$ cat src/rtl/fir_pkg.sv
// Shared types, default coefficient set and sizing helpers for the folded FIR filter.
package fir_pkg;

  typedef enum logic [1:0] {IDLE, ACCUM, DONE} fir_state_t;

  // Half of the symmetric 31-tap low-pass kernel, k = 0 (outermost) .. 15 (centre).
  localparam int DEFAULT_COEFS [16] = '{3, 4, 6, 8, 12, 17, 23, 29, 36, 43, 50, 56, 61, 65, 67, 68};

  function automatic logic [7:0] default_coef(input int k);
    if (k >= 0 && k < 16) return 8'(DEFAULT_COEFS[k]);
    return 8'd0;
  endfunction

  // Sum of HALF products of (DW+1)-bit pairs and CW-bit coefficients.
  function automatic int acc_width(input int dw, input int cw, input int half);
    return dw + 1 + cw + $clog2(half);
  endfunction

endpackage

$ cat src/rtl/fir_coef_regs.sv
// Run-time writable coefficient bank; writes are taken only while the filter is idle.
module fir_coef_regs
  import fir_pkg::*;
#(
  parameter int HALF = 16,
  parameter int CW   = 8,
  parameter int AW   = 4
) (
  input  logic                      clk,
  input  logic                      reset,
  input  logic                      idle,
  input  logic                      coef_we,
  input  logic [AW-1:0]             coef_addr,
  input  logic [CW-1:0]             coef_data,
  output logic [HALF-1:0][CW-1:0]   coef,
  output logic                      coef_ack
);

  logic wr_ok;

  assign wr_ok = coef_we && idle && (32'(coef_addr) < 32'(HALF));

  always_ff @(posedge clk or posedge reset) begin
    if (reset) begin
      for (int i = 0; i < HALF; i++) coef[i] <= CW'(default_coef(i));
      coef_ack <= 1'b0;
    end else begin
      if (wr_ok) coef[coef_addr] <= coef_data;
      coef_ack <= wr_ok;
    end
  end

endmodule

$ cat src/rtl/fir_mac_filter.sv
// Symmetric FIR low-pass: delay line, folded pairs, one shared multiplier, round and saturate.
module fir_mac_filter
  import fir_pkg::*;
#(
  parameter  int DW    = 10,
  parameter  int NTAPS = 31,
  parameter  int CW    = 8,
  parameter  int SHIFT = 10,
  localparam int HALF  = (NTAPS + 1) / 2,
  localparam int KW    = $clog2(HALF)
) (
  input  logic          clk,
  input  logic          reset,
  input  logic          in_valid,
  output logic          in_ready,
  input  logic [DW-1:0] in_sample,
  output logic          out_valid,
  output logic [DW-1:0] out_sample,
  input  logic          coef_we,
  input  logic [KW-1:0] coef_addr,
  input  logic [CW-1:0] coef_data,
  output logic          coef_ack,
  output logic          overrun,
  input  logic          overrun_clr
);

  localparam int AW = acc_width(DW, CW, HALF);
  localparam int PW = DW + 1 + CW;
  localparam logic [AW:0] RND  = (AW+1)'(1) << (SHIFT - 1);
  localparam logic [AW:0] MAXV = (AW+1)'((1 << DW) - 1);

  fir_state_t              state, state_next;
  logic [KW-1:0]           k;
  logic [DW-1:0]           v [NTAPS];
  logic [DW:0]             pair [HALF];
  logic [HALF-1:0][CW-1:0] coef;
  logic [AW-1:0]           acc;
  logic [PW-1:0]           prod;
  logic [AW:0]             rounded;
  logic [DW-1:0]           result;
  logic                    accept, drop;

  assign in_ready = (state == IDLE);
  assign accept   = in_valid && (state == IDLE);
  assign drop     = in_valid && (state != IDLE);

  fir_coef_regs #(.HALF(HALF), .CW(CW), .AW(KW)) u_coef (
    .clk       (clk),
    .reset     (reset),
    .idle      (state == IDLE),
    .coef_we   (coef_we),
    .coef_addr (coef_addr),
    .coef_data (coef_data),
    .coef      (coef),
    .coef_ack  (coef_ack)
  );

  always_ff @(posedge clk or posedge reset) begin
    if (reset) begin
      state <= IDLE;
      k     <= '0;
    end else begin
      state <= state_next;
      k     <= (state == ACCUM) ? k + 1'b1 : '0;
    end
  end

  always_comb begin
    state_next = state;
    case (state)
      IDLE:    if (in_valid) state_next = ACCUM;
      ACCUM:   if (k == KW'(HALF - 1)) state_next = DONE;
      DONE:    state_next = IDLE;
      default: state_next = IDLE;
    endcase
  end

  always_ff @(posedge clk or posedge reset) begin
    if (reset) begin
      for (int i = 0; i < NTAPS; i++) v[i] <= '0;
    end else if (accept) begin
      v[0] <= in_sample;
      for (int i = 1; i < NTAPS; i++) v[i] <= v[i-1];
    end
  end

  // Mirror taps share a coefficient, so fold them before the multiplier.
  for (genvar gi = 0; gi < HALF - 1; gi++) begin : g_fold
    assign pair[gi] = {1'b0, v[gi]} + {1'b0, v[NTAPS-1-gi]};
  end
  assign pair[HALF-1] = {1'b0, v[HALF-1]};

  assign prod = {{(DW+1){1'b0}}, coef[k]} * {{CW{1'b0}}, pair[k]};

  always_ff @(posedge clk or posedge reset) begin
    if (reset)               acc <= '0;
    else if (accept)         acc <= '0;
    else if (state == ACCUM) acc <= acc + AW'(prod);
  end

  assign rounded = ({1'b0, acc} + RND) >> SHIFT;
  assign result  = (rounded > MAXV) ? {DW{1'b1}} : rounded[DW-1:0];

  always_ff @(posedge clk or posedge reset) begin
    if (reset) begin
      out_valid  <= 1'b0;
      out_sample <= '0;
    end else begin
      out_valid <= (state == DONE);
      if (state == DONE) out_sample <= result;
    end
  end

  // A drop in the same cycle as a clear must still be reported.
  always_ff @(posedge clk or posedge reset) begin
    if (reset)            overrun <= 1'b0;
    else if (drop)        overrun <= 1'b1;
    else if (overrun_clr) overrun <= 1'b0;
  end

endmodule

$ cat config.mk
export PLATFORM = sky130hd
export DESIGN_NAME = fir_mac_filter
export DESIGN_NICKNAME = d
export VERILOG_FILES = /design/src/rtl/fir_pkg.sv /design/src/rtl/fir_coef_regs.sv /design/src/rtl/fir_mac_filter.sv
export SDC_FILE = /design/constraint.sdc
export NUM_CORES = 2
export LEC_CHECK = 0
export ABC_AREA = 1
export BUFFER_PORTS_ARGS = -buffer_cell sky130_fd_sc_hd__buf_2
export CAP_MARGIN = 40
export CORE_ASPECT_RATIO = 0.75
export CORE_UTILIZATION = 40
export CTS_BUF_LIST = sky130_fd_sc_hd__clkbuf_16
export CTS_CLUSTER_SIZE = 40
export DETAILED_ROUTE_END_ITERATION = 8
export PLACE_DENSITY_LB_ADDON = 0.3
export SETUP_SLACK_MARGIN = 0.02
export SLEW_MARGIN = 40
export SYNTH_ARGS = -nofsm -noshare
export SYNTH_HDL_FRONTEND = slang
export SYNTH_SLANG_ARGS = --single-unit
$ cat constraint.sdc
create_clock -name clk -period 13.65 [get_ports clk]
set_input_delay 1.365 -clock clk [delete_from_list [all_inputs] [get_ports clk]]
set_output_delay 1.365 -clock clk [all_outputs]
set_load 0.01 [all_outputs]
======== After elaboration in Yosys (flattened, before gate mapping) ========
Cells that the tools add are included.
storage, ports and cells
  bits in registers ....................... 480
  input port bits ......................... 27
  output and inout port bits .............. 14
  logic and storage cells ................. 110
operators by class
  $add $sub $neg .......................... 18
  $mul .................................... 1
  magnitude comparators ................... 5
  eq/ne operators ......................... 5
  mux-type cells .......................... 17
  bitwise logic cells ..................... 1
  reduce and logical (&&, ||, !) cells .... 9
operators by type and width
  operator                                                         number
  adder 10 x 10 -> 11 bit                                          15
  bitwise mux 128 bit                                              1
  two-way mux 23 bit                                               2
  binary-select mux 11 bit (select 4 bit)                          1
  binary-select mux 8 bit (select 4 bit)                           1
  demux 8 bit (select 4 bit)                                       1
  adder 23 x 10 -> 24 bit, second input constant                   1
  adder 23 x 19 -> 23 bit                                          1
  two-way mux 11 bit                                               2
  multiplier 8 x 11 -> 19 bit                                      1
  two-way mux 8 bit                                                2
  greater-than comparator 14 x 10 -> 1 bit, second input constant  1
  < comparator 4 x 5 -> 1 bit, second input constant               2
  two-way mux 10 bit                                               1
  nonzero test 2 bit                                               3
  >= comparator 5 bit, second input constant                       1
  inverter 4 -> 5 bit                                              1
  adder 4 x 1 -> 4 bit, second input constant                      1
  equality test 4 bit, second input constant                       1
  >= comparator 4 x 1 -> 1 bit, second input constant              1
  logical AND 1 bit                                                4
  two-way mux 2 bit                                                2
  two-way mux 4 bit                                                1
  != test 2 bit, second input constant                             2
  6 further kinds                                                  7

======== Longest topological paths before layout ========
  depth after elaboration ................. 8
  gate-level depth with buffers ........... 36
  mapped depth without buffers ............ 36

======== Modules after synthesis ========
A second synthesis with hierarchy kept.
second synthesis, totals
  cell total of the unflattened synthesis .. 4,344
  area total of the unflattened synthesis .. 31,606.6 um^2
modules (own cells, without submodules)
  module          times used  cells each  area each (um^2)
  fir_mac_filter  1           3,751       26,355.3
  fir_coef_regs   1           593         5,251.3

======== Worst setup path before layout ========
No wires, ideal clock.
  kind .................................... register -> register
  start ................................... register v[130] (netlist name)
  end ..................................... register acc[20]
  library setup time ...................... 0.118 ns
  arrival time ............................ 5.446 ns
  slack ................................... 8.086 ns
  stages on the path, launching flop included .. 29
  clock period less this slack ............ 5.564 ns
  cell sequence ........................... dfrtp_1 > ha_1 > fa_1 > nand3_1 > nand2_1 > or2_2 > nand3_1 > and3_1 > o211ai_1 > nand2_1 > nor2_1 > fa_1 > inv_1 > fa_1 > inv_1 > fa_1 > inv_1 > fa_1 > inv_1 > ha_1 > a21oi_1 > o21ai_0 > a21oi_1 > nand2_1 > a21o_1 > nand2_1 > nand3_1 > nand3_1 > nand2_1
between the ends
  longest elaborated chain between the ends .. 8
RTL lines
  what                                                    line                  text
  from (decl)                                             fir_mac_filter.sv:34  logic [DW-1:0] v [NTAPS];
  adder 10 x 10 -> 11 bit                                 fir_mac_filter.sv:89  assign pair[gi] = {1'b0, v[gi]} + {1'b0, v[NTAPS-1-gi]};
  binary-select mux 11 bit (select 4 bit)                 fir_mac_filter.sv:93  assign prod = {{(DW+1){1'b0}}, coef[k]} * {{CW{1'b0}}, pair[k]};
  two-way mux 11 bit (implied by the code) (2 in series)  fir_mac_filter.sv:93
  multiplier 8 x 11 -> 19 bit                             fir_mac_filter.sv:93
  adder 23 x 19 -> 23 bit                                 fir_mac_filter.sv:98  else if (state == ACCUM) acc <= acc + AW'(prod);
  two-way mux 23 bit                                      fir_mac_filter.sv:98
  two-way mux 23 bit                                      fir_mac_filter.sv:97  else if (accept) acc <= '0;
  to (signal assigned)                                    fir_mac_filter.sv:98
  to (decl)                                               fir_mac_filter.sv:37  logic [AW-1:0] acc;
No other way between the ends. The select of a mux whose other input is x is not followed.
A chain may end at the register's enable or synchronous reset.

======== Final worst setup path ========
  start ................................... register k[0]
  end ..................................... register acc[20]
between the ends
  longest elaborated chain between the ends .. 8
  elaborated cells between the ends (all ways) .. 10
  classes of those cells .................. add/sub: 1; mul: 1; mux: 7; bitwise: 1
RTL lines
  what                                                    line                  text
  from (decl)                                             fir_mac_filter.sv:33  logic [KW-1:0] k;
  from (signal assigned)                                  fir_mac_filter.sv:64  k <= (state == ACCUM) ? k + 1'b1 : '0;
  inverter 4 -> 5 bit (implied by the code)               fir_mac_filter.sv:93
  binary-select mux 11 bit (select 4 bit)                 fir_mac_filter.sv:93
  two-way mux 11 bit (implied by the code) (2 in series)  fir_mac_filter.sv:93
  multiplier 8 x 11 -> 19 bit (*)                         fir_mac_filter.sv:93
  adder 23 x 19 -> 23 bit (*)                             fir_mac_filter.sv:98
  two-way mux 23 bit (*)                                  fir_mac_filter.sv:98
  two-way mux 23 bit (*)                                  fir_mac_filter.sv:97
Mark *: on every way between the ends. The rest lies on a longest branch, timed or not. The select of a mux whose other input is x is not followed.

==> results.json <==
{
  "status": "finished, final reports clean",
  "seq_area_mm2": 0.0121,
  "maxSlewHeadroom": 0.469,
  "path_max_fanout": 57,
  "cap_violations": 0,
  "min_path_type": "reg -> reg",
  "drtIter0Drc": 2412,
  "hold-path-cell-count": 2,
  "tns_ns": 0,
  "instances_no_fill": 5184,
  "critPathKind": "reg -> reg",
  "cts_buffer_depth": 3,
  "fillers": 7763,
  "async_reset_ff_frac": 1.00,
  "hold_ws_ns": 0.481,
  "ant_nets": 0,
  "vias": 27100,
  "grt_setup_unrepaired": "false",
  "r2r-end": "acc[20]$_DFFE_PP0P_",
  "h-tree-depth": 2,
  "fin_skew_ns": 0.0257,
  "cts_post_setup_buffers_inserted": 0,
  "worst_slew_pin_slew_ns": 0.794,
  "gr-total-overflow": 0,
  "die_h_um": 242,
  "hold_buffers": 0,
  "die_area_mm2": 0.0782,
  "synth_nets": 4471,
  "dp.cells": 5092,
  "max_freq_mhz": 132,
  "cts.sinks": 480,
  "antenna_found_initial": 0,
  "diodes": 0,
  "port_buffers": 40,
  "synth_seq_area_share": 0.391,
  "endpoint_kind": "flop",
  "r2r_cells": 26,
  "viasPerCell": 5.23,
  "initial_core_util": 0.407,
  "ys.flop_type": "dfrtp_1",
  "synth_cell_types": 44,
  "syn_area_mm2": 0.0308,
  "drc": 0,
  "synth-edff-count": 0,
  "layout-drive-gt1-share": 0.0519,
  "start_kind": "flop",
  "holdPathEnd": "u_coef.coef[8]$_DFFE_PP0P_",
  "first_global_vias": 25400,
  "routed_wl_um": 87200,
  "wl_per_cell_um": 16.8,
  "min_from": "u_coef.coef[8]$_DFFE_PP0P_",
  "syn_to_final_growth_pct": 8.61,
  "clk_latency_ns": 0.62,
  "placementRows": 87,
  "crit_arrival_ns": 8.08,
  "r2r-start": "k[0]$_DFF_PP0_",
  "num_io_pins": 41,
  "grt_pass1_wl_um": 141000,
  "hold_viol": 0,
  "core-area_mm2": 0.0757,
  "fin_crit_sh": 0.557,
  "multi_input_area_mm2": 0.0166,
  "grtUsageTotal": 0.224,
  "min_period_ns": 7.60,
  "ys_warn_count": 0,
  "ctsResizeCount": 0,
  "root_buffer": "clkbuf_16",
  "cts_tree": "built",
  "die_x_um": 323,
  "syn_inst": 4162,
  "finalSetupViolations": 0,
  "nNetsFinal": 4433,
  "grt_max_degree": 196,
  "maxSlewViolCount": 0,
  "clk_pin_slew_ns": 0.07,
  "cts_buffers": 48,
  "ys_ff_latch": 480,
  "worstPathRequired_ns": 14.13,
  "place.gp.congestion": 0.904,
  "hpwl_um": 60900,
  "syn_avg_cell_area_um2": 7.41,
  "regToRegSetupSlack_ns": 6.05,
  "drtPass1Iterations": 5
}
kinds of logic after synthesis:
kind of cell | synth area share
fa+ha+maj | 0.135
xor+xnor | 0.00284
compound gates | 0.106
flops | 0.391
buf+inv | 0.0697
simple gates | 0.295
worst max-delay path: stages (launching register included):
cell and delay, ns:
dfrtp_4 0.69, buf_4 0.52, clkinv_2 0.69, buf_4 0.59
a21oi_1 0.21, o21ai_0 0.11, nand3_1 0.08, nand3_1 0.09
o211ai_1 0.28, nand2_1 0.29, nor2_1 0.19, fa_1 0.46
fa_1 0.54, fa_1 0.54, inv_1 0.05, fa_1 0.52
inv_1 0.04, ha_1 0.34, a21oi_1 0.25, o21ai_0 0.13
a21oi_1 0.19, nand2_1 0.12, a21o_1 0.20, nand2_1 0.08
nand3_1 0.07, nand3_1 0.09, nand2_1 0.06
final cells by class:
| class | instances | area share |
|---|---|---|
| clock buffers | 49 | 0.0366 |
| clock inverters | 38 | 0.00919 |
| well taps | 1023 | 0.0382 |
| inverters | 387 | 0.0438 |
| repair buffers | 65 | 0.0151 |
| multi-input cells | 3142 | 0.496 |
| flip-flops and latches | 480 | 0.361 |
layout by cell type, fill, tap and decap left out, types with 4 or more instances in the layout:
cell / netlist / layout
clkinvlp_4: 0 / 4
xnor2_1: 7 / 7
inv_2: 11 / 8
nand2_1: 1672 / 1671
fa_1: 86 / 86
nor3_1: 8 / 8
ha_1: 196 / 196
clkinv_1: 5 / 15
o21ai_0: 271 / 271
clkbuf_16: 0 / 49
bufinv_16: 0 / 5
buf_6: 6 / 5
dfstp_2: 42 / 42
o221ai_1: 16 / 16
buf_4: 13 / 14
o21ai_1: 5 / 5
o22ai_1: 9 / 9
clkinv_2: 0 / 7
o21bai_1: 19 / 19
a31oi_1: 12 / 12
o211ai_1: 8 / 8
dfrtp_1: 438 / 436
nor2_1: 209 / 208
or2_2: 19 / 19
nand4_1: 27 / 27
a21o_1: 7 / 7
nand3_1: 314 / 314
a221oi_1: 33 / 33
inv_1: 371 / 381
o21a_1: 6 / 6
buf_2: 22 / 40
a21oi_1: 194 / 194
routing by layer:
layer	track usage	wire length (um)	part of all wire
met1	0.355	44100	0.51
met2	0.312	35300	0.40
met3	0.0410	6300	0.072
met4	0.0485	1550	0.018
met5	0	0	0
sequential cells by signal, indices dropped and copies added, names as in the netlist:
name             cells
k                    4
state                2
acc                 23
out_sample          10
pair                10
overrun              1
u_coef.coef        128
v                  300
u_coef.coef_ack      1
out_valid            1
through the flow:
step                setup slack (ns)  utilization  cell area [um2]
detailed placement              6.11        0.421            31900
global placement                6.03        0.420            31800
global route                    5.62        0.442            33500
CTS                             6.07        0.442            33400
finish                          6.05        0.442            33500
floorplan                       5.81            -            30800
Yosys cell counts, types with 2 or more instances:
library cell  instances  area [um2]
a21boi_0              3        22.5
a21o_1                7        52.6
a21oi_1             194         971
a221oi_1             33         289
a31oi_1              12        75.1
and2_1                2        12.5
buf_1                14        52.6
buf_2                22         110
buf_4                13        97.6
buf_6                 6        67.6
clkbuf_1             98         368
clkinv_1              5        18.8
dfrtp_1             438       11000
dfstp_2              42        1100
fa_1                 86        1720
ha_1                196        2450
inv_1               371        1390
inv_2                11        41.3
nand2_1            1672        6280
nand3_1             314        1570
nand3b_1              3        22.5
nand4_1              27         169
nor2_1              209         785
nor2_4                2        22.5
nor3_1                8        40.0
nor3_2                2        20.0
o211ai_1              8        60.1
o21a_1                6        45.0
o21ai_0             271        1360
o21ai_1               5        25.0
o21bai_1             19         143
o221ai_1             16         140
o22ai_1               9        56.3
or2_1                 2        12.5
or2_2                19         119
xnor2_1               7        61.3
xor2_1                3        26.3
how the worst max path moves through the flow:
stage / start / to / cells after the start
after floorplan: reset / acc[0]$_DFFE_PP0P_ / 1
after global placement: k[0]$_DFF_PP0_ / acc[20]$_DFFE_PP0P_ / 25
after detailed placement: k[0]$_DFF_PP0_ / acc[20]$_DFFE_PP0P_ / 27
after CTS: k[0]$_DFF_PP0_ / acc[20]$_DFFE_PP0P_ / 26
after global routing: k[0]$_DFF_PP0_ / acc[20]$_DFFE_PP0P_ / 27
final: k[0]$_DFF_PP0_ / acc[20]$_DFFE_PP0P_ / 26
Power is left out: the tool's default activity adds up to more than one toggle a clock period on the data nets, which glitch-free logic cannot reach.
